[config.mk]
export PLATFORM = sky130hd
export DESIGN_NAME = axi_lite_cmd_master_flat
export DESIGN_NICKNAME = d
export VERILOG_FILES = /design/src/rtl/axi_lite_cmd_master_if.sv /design/src/rtl/axi_lite_cmd_master.sv /design/src/flat_wrapper.sv
export SDC_FILE = /design/constraint.sdc
export NUM_CORES = 1
export LEC_CHECK = 0
export BUFFER_PORTS_ARGS = -buffer_cell sky130_fd_sc_hd__buf_2
export CAP_MARGIN = 40
export CORE_UTILIZATION = 30
export CTS_BUF_LIST = sky130_fd_sc_hd__clkbuf_2
export DETAILED_ROUTE_END_ITERATION = 12
export PLACE_DENSITY = 0.62
export SETUP_SLACK_MARGIN = 0.2
export SYNTH_ARGS = -nofsm -noshare
export SYNTH_HDL_FRONTEND = slang
export SYNTH_SLANG_ARGS = --single-unit
[constraint.sdc]
create_clock -name M_AXI_ACLK -period 2.2 [get_ports M_AXI_ACLK]
set_input_delay 0.22 -clock M_AXI_ACLK [delete_from_list [all_inputs] [get_ports M_AXI_ACLK]]
set_output_delay 0.22 -clock M_AXI_ACLK [all_outputs]
set_load 0.05 [all_outputs]
[src/rtl/axi_lite_cmd_master_if.sv]
// AXI4-Lite channel bundle between a command master and a register slave.
// The master modport drives AW/W/AR payloads, their valids and the B/R readies;
// the slave modport is its mirror image.
interface axi_lite_cmd_master_if #(
    parameter int DATA_WIDTH = 32,
    parameter int ADDR_WIDTH = 8
);
    logic [ADDR_WIDTH-1:0]   M_AXI_AWADDR;
    logic [2:0]              M_AXI_AWPROT;
    logic                    M_AXI_AWVALID;
    logic                    M_AXI_AWREADY;
    logic [DATA_WIDTH-1:0]   M_AXI_WDATA;
    logic [DATA_WIDTH/8-1:0] M_AXI_WSTRB;
    logic                    M_AXI_WVALID;
    logic                    M_AXI_WREADY;
    logic [1:0]              M_AXI_BRESP;
    logic                    M_AXI_BVALID;
    logic                    M_AXI_BREADY;
    logic [ADDR_WIDTH-1:0]   M_AXI_ARADDR;
    logic [2:0]              M_AXI_ARPROT;
    logic                    M_AXI_ARVALID;
    logic                    M_AXI_ARREADY;
    logic [DATA_WIDTH-1:0]   M_AXI_RDATA;
    logic [1:0]              M_AXI_RRESP;
    logic                    M_AXI_RVALID;
    logic                    M_AXI_RREADY;

    modport master (
        output M_AXI_AWADDR, M_AXI_AWPROT, M_AXI_AWVALID,
        input  M_AXI_AWREADY,
        output M_AXI_WDATA, M_AXI_WSTRB, M_AXI_WVALID,
        input  M_AXI_WREADY,
        input  M_AXI_BRESP, M_AXI_BVALID,
        output M_AXI_BREADY,
        output M_AXI_ARADDR, M_AXI_ARPROT, M_AXI_ARVALID,
        input  M_AXI_ARREADY,
        input  M_AXI_RDATA, M_AXI_RRESP, M_AXI_RVALID,
        output M_AXI_RREADY
    );

    modport slave (
        input  M_AXI_AWADDR, M_AXI_AWPROT, M_AXI_AWVALID,
        output M_AXI_AWREADY,
        input  M_AXI_WDATA, M_AXI_WSTRB, M_AXI_WVALID,
        output M_AXI_WREADY,
        output M_AXI_BRESP, M_AXI_BVALID,
        input  M_AXI_BREADY,
        input  M_AXI_ARADDR, M_AXI_ARPROT, M_AXI_ARVALID,
        output M_AXI_ARREADY,
        output M_AXI_RDATA, M_AXI_RRESP, M_AXI_RVALID,
        input  M_AXI_RREADY
    );
endinterface

[src/rtl/axi_lite_cmd_master.sv]
// Single-outstanding AXI4-Lite master: turns one read/write command word into
// one AXI4-Lite transaction and returns one response word per command.
// Every AXI output comes straight from a register, so no AXI input reaches an
// AXI output combinationally.
module axi_lite_cmd_master #(
    parameter int C_M_AXI_DATA_WIDTH = 32,
    parameter int C_M_AXI_ADDR_WIDTH = 8
) (
    input  logic                            M_AXI_ACLK,
    input  logic                            M_AXI_ARESET,
    input  logic                            cmd_valid,
    output logic                            cmd_ready,
    input  logic                            cmd_write,
    input  logic [C_M_AXI_ADDR_WIDTH-1:0]   cmd_addr,
    input  logic [C_M_AXI_DATA_WIDTH-1:0]   cmd_wdata,
    input  logic [C_M_AXI_DATA_WIDTH/8-1:0] cmd_wstrb,
    output logic                            rsp_valid,
    input  logic                            rsp_ready,
    output logic                            rsp_write,
    output logic [C_M_AXI_DATA_WIDTH-1:0]   rsp_rdata,
    output logic [1:0]                      rsp_resp,
    output logic                            err_sticky,
    axi_lite_cmd_master_if.master           m_axi
);
    localparam logic [C_M_AXI_DATA_WIDTH-1:0]   DATA_ZERO = '0;
    localparam logic [C_M_AXI_ADDR_WIDTH-1:0]   ADDR_ZERO = '0;
    localparam logic [C_M_AXI_DATA_WIDTH/8-1:0] STRB_ZERO = '0;

    typedef enum logic [2:0] {
        IDLE         = 3'd0,
        WR_ADDR_DATA = 3'd1,
        WR_RESP      = 3'd2,
        RD_ADDR      = 3'd3,
        RD_DATA      = 3'd4,
        RSP          = 3'd5
    } state_t;

    state_t                          state_r;
    logic [C_M_AXI_ADDR_WIDTH-1:0]   addr_r;
    logic [C_M_AXI_DATA_WIDTH-1:0]   wdata_r;
    logic [C_M_AXI_DATA_WIDTH/8-1:0] wstrb_r;
    logic                            awvalid_r;
    logic                            wvalid_r;
    logic                            arvalid_r;
    logic                            bready_r;
    logic                            rready_r;
    logic                            aw_done_r;
    logic                            w_done_r;
    logic                            rsp_valid_r;
    logic                            rsp_write_r;
    logic [C_M_AXI_DATA_WIDTH-1:0]   rsp_rdata_r;
    logic [1:0]                      rsp_resp_r;
    logic                            err_sticky_r;

    logic cmd_fire_s;
    logic aw_hs_s;
    logic w_hs_s;
    logic ar_hs_s;
    logic b_hs_s;
    logic r_hs_s;

    // Commands are only taken in IDLE and never while reset is asserted.
    assign cmd_ready  = (state_r == IDLE) && !M_AXI_ARESET;
    assign cmd_fire_s = cmd_valid && cmd_ready;

    assign aw_hs_s = awvalid_r && m_axi.M_AXI_AWREADY;
    assign w_hs_s  = wvalid_r  && m_axi.M_AXI_WREADY;
    assign ar_hs_s = arvalid_r && m_axi.M_AXI_ARREADY;
    assign b_hs_s  = bready_r  && m_axi.M_AXI_BVALID;
    assign r_hs_s  = rready_r  && m_axi.M_AXI_RVALID;

    // Read and write share the latched address; only one valid is ever up.
    assign m_axi.M_AXI_AWADDR  = addr_r;
    assign m_axi.M_AXI_AWPROT  = 3'b000;
    assign m_axi.M_AXI_AWVALID = awvalid_r;
    assign m_axi.M_AXI_WDATA   = wdata_r;
    assign m_axi.M_AXI_WSTRB   = wstrb_r;
    assign m_axi.M_AXI_WVALID  = wvalid_r;
    assign m_axi.M_AXI_BREADY  = bready_r;
    assign m_axi.M_AXI_ARADDR  = addr_r;
    assign m_axi.M_AXI_ARPROT  = 3'b000;
    assign m_axi.M_AXI_ARVALID = arvalid_r;
    assign m_axi.M_AXI_RREADY  = rready_r;

    assign rsp_valid  = rsp_valid_r;
    assign rsp_write  = rsp_write_r;
    assign rsp_rdata  = rsp_rdata_r;
    assign rsp_resp   = rsp_resp_r;
    assign err_sticky = err_sticky_r;

    // Transaction sequencer: command latch, AXI channel handshakes, response hold.
    always_ff @(posedge M_AXI_ACLK) begin
        if (M_AXI_ARESET) begin
            state_r      <= IDLE;
            addr_r       <= ADDR_ZERO;
            wdata_r      <= DATA_ZERO;
            wstrb_r      <= STRB_ZERO;
            awvalid_r    <= 1'b0;
            wvalid_r     <= 1'b0;
            arvalid_r    <= 1'b0;
            bready_r     <= 1'b0;
            rready_r     <= 1'b0;
            aw_done_r    <= 1'b0;
            w_done_r     <= 1'b0;
            rsp_valid_r  <= 1'b0;
            rsp_write_r  <= 1'b0;
            rsp_rdata_r  <= DATA_ZERO;
            rsp_resp_r   <= 2'b00;
            err_sticky_r <= 1'b0;
        end else begin
            case (state_r)
                IDLE: begin
                    if (cmd_fire_s) begin
                        addr_r      <= cmd_addr;
                        wdata_r     <= cmd_wdata;
                        wstrb_r     <= cmd_wstrb;
                        rsp_write_r <= cmd_write;
                        aw_done_r   <= 1'b0;
                        w_done_r    <= 1'b0;
                        if (cmd_write) begin
                            awvalid_r <= 1'b1;
                            wvalid_r  <= 1'b1;
                            state_r   <= WR_ADDR_DATA;
                        end else begin
                            arvalid_r <= 1'b1;
                            state_r   <= RD_ADDR;
                        end
                    end
                end
                WR_ADDR_DATA: begin
                    // AW and W complete independently, in either order.
                    if (aw_hs_s) begin
                        awvalid_r <= 1'b0;
                        aw_done_r <= 1'b1;
                    end
                    if (w_hs_s) begin
                        wvalid_r <= 1'b0;
                        w_done_r <= 1'b1;
                    end
                    if ((aw_done_r || aw_hs_s) && (w_done_r || w_hs_s)) begin
                        aw_done_r <= 1'b0;
                        w_done_r  <= 1'b0;
                        bready_r  <= 1'b1;
                        state_r   <= WR_RESP;
                    end
                end
                WR_RESP: begin
                    if (b_hs_s) begin
                        bready_r     <= 1'b0;
                        rsp_resp_r   <= m_axi.M_AXI_BRESP;
                        rsp_rdata_r  <= DATA_ZERO;
                        rsp_valid_r  <= 1'b1;
                        err_sticky_r <= err_sticky_r || (m_axi.M_AXI_BRESP != 2'b00);
                        state_r      <= RSP;
                    end
                end
                RD_ADDR: begin
                    if (ar_hs_s) begin
                        arvalid_r <= 1'b0;
                        rready_r  <= 1'b1;
                        state_r   <= RD_DATA;
                    end
                end
                RD_DATA: begin
                    if (r_hs_s) begin
                        rready_r     <= 1'b0;
                        rsp_resp_r   <= m_axi.M_AXI_RRESP;
                        rsp_rdata_r  <= m_axi.M_AXI_RDATA;
                        rsp_valid_r  <= 1'b1;
                        err_sticky_r <= err_sticky_r || (m_axi.M_AXI_RRESP != 2'b00);
                        state_r      <= RSP;
                    end
                end
                RSP: begin
                    if (rsp_ready) begin
                        rsp_valid_r <= 1'b0;
                        state_r     <= IDLE;
                    end
                end
                default: begin
                    // Unreachable encoding: drop every handshake and recover.
                    awvalid_r   <= 1'b0;
                    wvalid_r    <= 1'b0;
                    arvalid_r   <= 1'b0;
                    bready_r    <= 1'b0;
                    rready_r    <= 1'b0;
                    rsp_valid_r <= 1'b0;
                    state_r     <= IDLE;
                end
            endcase
        end
    end
endmodule

[src/flat_wrapper.sv]
// flat-port wrapper written by rule: the top's interface ports become plain ports
module axi_lite_cmd_master_flat 
#(
    parameter int C_M_AXI_DATA_WIDTH = 32,
    parameter int C_M_AXI_ADDR_WIDTH = 8
)
  (M_AXI_ACLK, M_AXI_ARESET, cmd_valid, cmd_ready, cmd_write, cmd_addr, cmd_wdata, cmd_wstrb, rsp_valid, rsp_ready, rsp_write, rsp_rdata, rsp_resp, err_sticky, m_axi_M_AXI_AWADDR, m_axi_M_AXI_AWPROT, m_axi_M_AXI_AWVALID, m_axi_M_AXI_AWREADY, m_axi_M_AXI_WDATA, m_axi_M_AXI_WSTRB, m_axi_M_AXI_WVALID, m_axi_M_AXI_WREADY, m_axi_M_AXI_BRESP, m_axi_M_AXI_BVALID, m_axi_M_AXI_BREADY, m_axi_M_AXI_ARADDR, m_axi_M_AXI_ARPROT, m_axi_M_AXI_ARVALID, m_axi_M_AXI_ARREADY, m_axi_M_AXI_RDATA, m_axi_M_AXI_RRESP, m_axi_M_AXI_RVALID, m_axi_M_AXI_RREADY);
  axi_lite_cmd_master_if m_axi_i ();
  input  logic M_AXI_ACLK;
  input  logic M_AXI_ARESET;
  input  logic cmd_valid;
  output logic cmd_ready;
  input  logic cmd_write;
  input  logic [C_M_AXI_ADDR_WIDTH-1:0] cmd_addr;
  input  logic [C_M_AXI_DATA_WIDTH-1:0] cmd_wdata;
  input  logic [C_M_AXI_DATA_WIDTH/8-1:0] cmd_wstrb;
  output logic rsp_valid;
  input  logic rsp_ready;
  output logic rsp_write;
  output logic [C_M_AXI_DATA_WIDTH-1:0] rsp_rdata;
  output logic [1:0] rsp_resp;
  output logic err_sticky;
  output wire logic [$bits(m_axi_i.M_AXI_AWADDR)-1:0] m_axi_M_AXI_AWADDR;
  output wire logic [$bits(m_axi_i.M_AXI_AWPROT)-1:0] m_axi_M_AXI_AWPROT;
  output wire logic [$bits(m_axi_i.M_AXI_AWVALID)-1:0] m_axi_M_AXI_AWVALID;
  input wire logic [$bits(m_axi_i.M_AXI_AWREADY)-1:0] m_axi_M_AXI_AWREADY;
  output wire logic [$bits(m_axi_i.M_AXI_WDATA)-1:0] m_axi_M_AXI_WDATA;
  output wire logic [$bits(m_axi_i.M_AXI_WSTRB)-1:0] m_axi_M_AXI_WSTRB;
  output wire logic [$bits(m_axi_i.M_AXI_WVALID)-1:0] m_axi_M_AXI_WVALID;
  input wire logic [$bits(m_axi_i.M_AXI_WREADY)-1:0] m_axi_M_AXI_WREADY;
  input wire logic [$bits(m_axi_i.M_AXI_BRESP)-1:0] m_axi_M_AXI_BRESP;
  input wire logic [$bits(m_axi_i.M_AXI_BVALID)-1:0] m_axi_M_AXI_BVALID;
  output wire logic [$bits(m_axi_i.M_AXI_BREADY)-1:0] m_axi_M_AXI_BREADY;
  output wire logic [$bits(m_axi_i.M_AXI_ARADDR)-1:0] m_axi_M_AXI_ARADDR;
  output wire logic [$bits(m_axi_i.M_AXI_ARPROT)-1:0] m_axi_M_AXI_ARPROT;
  output wire logic [$bits(m_axi_i.M_AXI_ARVALID)-1:0] m_axi_M_AXI_ARVALID;
  input wire logic [$bits(m_axi_i.M_AXI_ARREADY)-1:0] m_axi_M_AXI_ARREADY;
  input wire logic [$bits(m_axi_i.M_AXI_RDATA)-1:0] m_axi_M_AXI_RDATA;
  input wire logic [$bits(m_axi_i.M_AXI_RRESP)-1:0] m_axi_M_AXI_RRESP;
  input wire logic [$bits(m_axi_i.M_AXI_RVALID)-1:0] m_axi_M_AXI_RVALID;
  output wire logic [$bits(m_axi_i.M_AXI_RREADY)-1:0] m_axi_M_AXI_RREADY;
  assign m_axi_M_AXI_AWADDR = m_axi_i.M_AXI_AWADDR;
  assign m_axi_M_AXI_AWPROT = m_axi_i.M_AXI_AWPROT;
  assign m_axi_M_AXI_AWVALID = m_axi_i.M_AXI_AWVALID;
  assign m_axi_i.M_AXI_AWREADY = m_axi_M_AXI_AWREADY;
  assign m_axi_M_AXI_WDATA = m_axi_i.M_AXI_WDATA;
  assign m_axi_M_AXI_WSTRB = m_axi_i.M_AXI_WSTRB;
  assign m_axi_M_AXI_WVALID = m_axi_i.M_AXI_WVALID;
  assign m_axi_i.M_AXI_WREADY = m_axi_M_AXI_WREADY;
  assign m_axi_i.M_AXI_BRESP = m_axi_M_AXI_BRESP;
  assign m_axi_i.M_AXI_BVALID = m_axi_M_AXI_BVALID;
  assign m_axi_M_AXI_BREADY = m_axi_i.M_AXI_BREADY;
  assign m_axi_M_AXI_ARADDR = m_axi_i.M_AXI_ARADDR;
  assign m_axi_M_AXI_ARPROT = m_axi_i.M_AXI_ARPROT;
  assign m_axi_M_AXI_ARVALID = m_axi_i.M_AXI_ARVALID;
  assign m_axi_i.M_AXI_ARREADY = m_axi_M_AXI_ARREADY;
  assign m_axi_i.M_AXI_RDATA = m_axi_M_AXI_RDATA;
  assign m_axi_i.M_AXI_RRESP = m_axi_M_AXI_RRESP;
  assign m_axi_i.M_AXI_RVALID = m_axi_M_AXI_RVALID;
  assign m_axi_M_AXI_RREADY = m_axi_i.M_AXI_RREADY;
  axi_lite_cmd_master #(.C_M_AXI_DATA_WIDTH(C_M_AXI_DATA_WIDTH), .C_M_AXI_ADDR_WIDTH(C_M_AXI_ADDR_WIDTH)) u_core (.M_AXI_ACLK(M_AXI_ACLK), .M_AXI_ARESET(M_AXI_ARESET), .cmd_valid(cmd_valid), .cmd_ready(cmd_ready), .cmd_write(cmd_write), .cmd_addr(cmd_addr), .cmd_wdata(cmd_wdata), .cmd_wstrb(cmd_wstrb), .rsp_valid(rsp_valid), .rsp_ready(rsp_ready), .rsp_write(rsp_write), .rsp_rdata(rsp_rdata), .rsp_resp(rsp_resp), .err_sticky(err_sticky), .m_axi(m_axi_i));
endmodule
==> results.yml <==
pwr:
  p_int_uw: 3303
  pwr-share-clk_pct: 14.8
  pwr-share-comb_pct: 51.2
  ir_worst_vdd_mv: 0.6812
  p_switching_uw: 3062
  p_sw_share_pct: 48.11
  power_density_mw_per_mm2: 1117
  seq_power_share_pct: 34.0
  leakagePower_uw: 0.002551
  p_total_uw: 6365
cts:
  cts_tree: "yes"
  path_clk_slew_ps: 240
  h-tree-depth: 3
  clock_sinks: 91
  root_buffer: "clkbuf_2"
  clock_latency_ps: 570
  numCtsBuffers: 9
  clockBufferDepth: 2
sta:
  fin_setup_tns_ps: 0
  rsz0062_at_grt: "false"
  finClkSkew_ps: 17.85
  tightest_slew_ps: 509.6
  final_hold_viol_count: 0
  finalCriticalPeriod_ps: 1897
  period_share_pct: 86.20
  setup_viol: 0
  slew_violations: 0
  max_slew_margin_pct: 66.02
  fmax_ghz: 0.5273
floorplan:
  io_pins: 191
  die_x_um: 112.3
  initial_core_util_pct: 31.32
  dieArea_mm2: 0.01262
  core_area_mm2: 0.01166
  fp.dieH_um: 112.3
  rows: 39
critical_path:
  cp_slowest_cell: "dlygate4sd3_1"
  slowest_delay_ps: 580
  reg2reg_to: "u_core.rsp_resp[0]"
  reg2reg_from: "u_core.state_r[0]"
  critPathArrivalTime_ps: 2350
  critPathLaunchType: "register"
  cp_max_fo: 10
  cp-startpoint: "u_core.state_r[0]"
  path_buf_inv: 3
  reg2reg_slack_ps: 300
  cp_cell_sequence: "buf_4 > nor3b_4 > buf_6 > mux2i_1 > dlygate4sd3_1 > a211oi_1"
  worstRegToRegCells: 6
  critPathCaptureType: "register"
  critical_path.top_delay_family: "buffers and inverters"
  crit_type: "reg2reg"
  crit_required_ps: 2660
drt:
  antenna_left: 0
  wire_per_inst_um: 12.68
  drt_iter0_drc: 248
  finalWirelength_um: 10970
  drc_errors: 12
  vias_per_cell: 4.716
  first_pass_iters: 10
  dr_total_vias: 4079
run:
  cap_violations: 0
synth:
  yosysUniqueCellTypes: 36
  synth-main-ff-cell: "dfxtp_1"
  ys_ff_latch: 91
  netlist_top_cells_area: "dfxtp_1 50%, nand2_1 13%, o21ai_0 6.9%"
  yosys.area.top_type: "dfxtp_1"
  yosysWarnings: 0
  synth.avg_cell_area_um2: 7.940
  synth_top_area_share_pct: 49.88
  syn_inst: 460
  syn-cell-area_mm2: 0.003652
  synth_edf_count: 0
  seq_area_frac_synth_pct: 49.88
  async_reset_ff_share_pct: 0
global_routing:
  met2_usage_pct: 30.10
  grt_pass1_wl_um: 17880
  grt_use_total_pct: 17.68
  grt_max_degree: 62
  grt-ovfl-total: 0
  grt_pass1_vias: 3936
  grt_util_met1_pct: 20.71
  grtUsageMet3_pct: 4.482
  antenna_found_initial: 0
  busiest_layer: "met2"
run_status:
  status: "complete, but fails checks"
  failed_checks: "design-rule violations"
placement:
  dp_hpwl_um: 6786
  place.gp.congestion: 0.8188
  io_buffers: 184
min_path:
  min_path_cells: 5
  hold_start: "m_axi_M_AXI_RRESP[1]"
  holdCritPathClass: "in2reg"
  min_to: "u_core.err_sticky"
final_layout:
  layout_common_cells: "183 x buf_2, 131 x nand2_1, 88 x dfxtp_1, 87 x dlygate4sd3_1, 50 x o21ai_0"
  final_util_pct: 48.88
  syn2layout_area_growth_pct: 56.08
  final_common_cell: "buf_2"
  drive_gt1_share_pct: 31.72
  diodes: 0
  fillers: 1075
  nets: 808
[worst register-to-register path, delay by kind of cell, from the launching register on]
kind,cells,cell delay [ps]
buf+inv,3,920
flops,1,390
simple gates,1,230
mux,1,190
compound gates,1,70
[per-layer routing]
metal | up-vias | part of all wire (%) | wire length [um]
met5 | - | 0 | 0
met4 | 0 | 2.1 | 233
met3 | 19 | 7.4 | 815
met2 | 176 | 47 | 5187
met1 | 1847 | 43 | 4732
li1 | 2037 | - | -
[state kept, by name, summed over array words and instances, names as in the netlist, 2 cells and up]
register                   count
u_core.m_axi.M_AXI_WDATA      32
u_core.m_axi.M_AXI_ARADDR      8
u_core.rsp_rdata              32
u_core.m_axi.M_AXI_WSTRB       4
u_core.rsp_resp                2
u_core.state_r                 3
[repair_timing]
| item | CTS | global route |
|---|---|---|
| endpoints found under the hold margin | 87 | 0 |
| gates resized for setup | 8 | 4 |
| hold buffers | 87 | 0 |
| setup buffers | 2 | 7 |
| gates cloned | 0 | 0 |
| setup endpoints to repair | 1 | 3 |
[power by group through the flow]
stage / combinational, uW / sequential (uW) / clock (uW)
CTS: 3140 / 2170 / 993
global placement: 2900 / 2200 / 0
detailed placement: 2930 / 2210 / 0
floorplan: 1390 / 3150 / 0
global route: 3480 / 2210 / 1070
finish: 3260 / 2170 / 942
[logic make-up (layout without fill, tap and decap cells)]
logic type | after synthesis | count (layout) | share of synthesized area [%]
buffers and inverters | 58 | 315 | 9.147
DFF | 91 | 91 | 49.88
other | 1 | 6 | 0.1027
and+or+nand+nor | 193 | 193 | 22.61
muxes | 2 | 2 | 0.5482
AOI/OAI and AO/OA | 114 | 114 | 17.37
adders and majority gates | 1 | 1 | 0.3425
[worst max path at each step]
stage	endpoint	slack, ps	cells after the start
2_1_floorplan	u_core.rsp_rdata[2]	390	7
3_3_place_gp	u_core.rsp_rdata[13]	420	6
3_5_place_dp	u_core.rsp_rdata[16]	390	6
4_1_cts	cmd_ready	210	3
5_1_grt	cmd_ready	190	3
6_report	u_core.rsp_resp[0]	300	6
[area by class of cell]
cell class / count / area [um^2] / area share [%]
Clock inverter: 7 / 92.59 / 1.624
Tap cell: 143 / 178.9 / 3.139
Sequential cell: 91 / 1833 / 32.16
Multi-Input combinational cell: 316 / 1548 / 27.15
Inverter: 9 / 33.78 / 0.5926
Clock buffer: 9 / 45.04 / 0.7902
Timing Repair Buffer: 290 / 1969 / 34.55
[through the flow]
| step | worst slack, ps | std cells | hold slack, ps | instance area [um^2] |
|---|---|---|---|---|
| 6_report | 303.5 | 865 | 145.4 | 5700 |
| 3_5_place_dp | 395.0 | 753 | 419.4 | 4591 |
| 2_1_floorplan | 389.8 | 465 | 328.6 | 3671 |
| 4_1_cts | 205.3 | 858 | 53.17 | 5634 |
| 5_1_grt | 187.4 | 865 | 98.75 | 5700 |
| 3_3_place_gp | 418.4 | 753 | 412.5 | 4591 |
[cells in the mapped netlist (2+ instances only)]
cell and number:
inv_1 7, nor3_1 4, o32ai_1 2, nand3_1 35, buf_4 17, buf_6 5
clkbuf_1 15, mux2i_1 2, o21ai_0 50, nand2_1 131, dfxtp_1 91, and3_1 3
a31oi_1 4, or3_1 4, nor2_1 8, buf_2 12, o21a_1 2, a21oi_1 41
a211oi_1 5, o211ai_1 2, inv_2 2, nor2b_1 4
(Power assumes the default switching activity.)
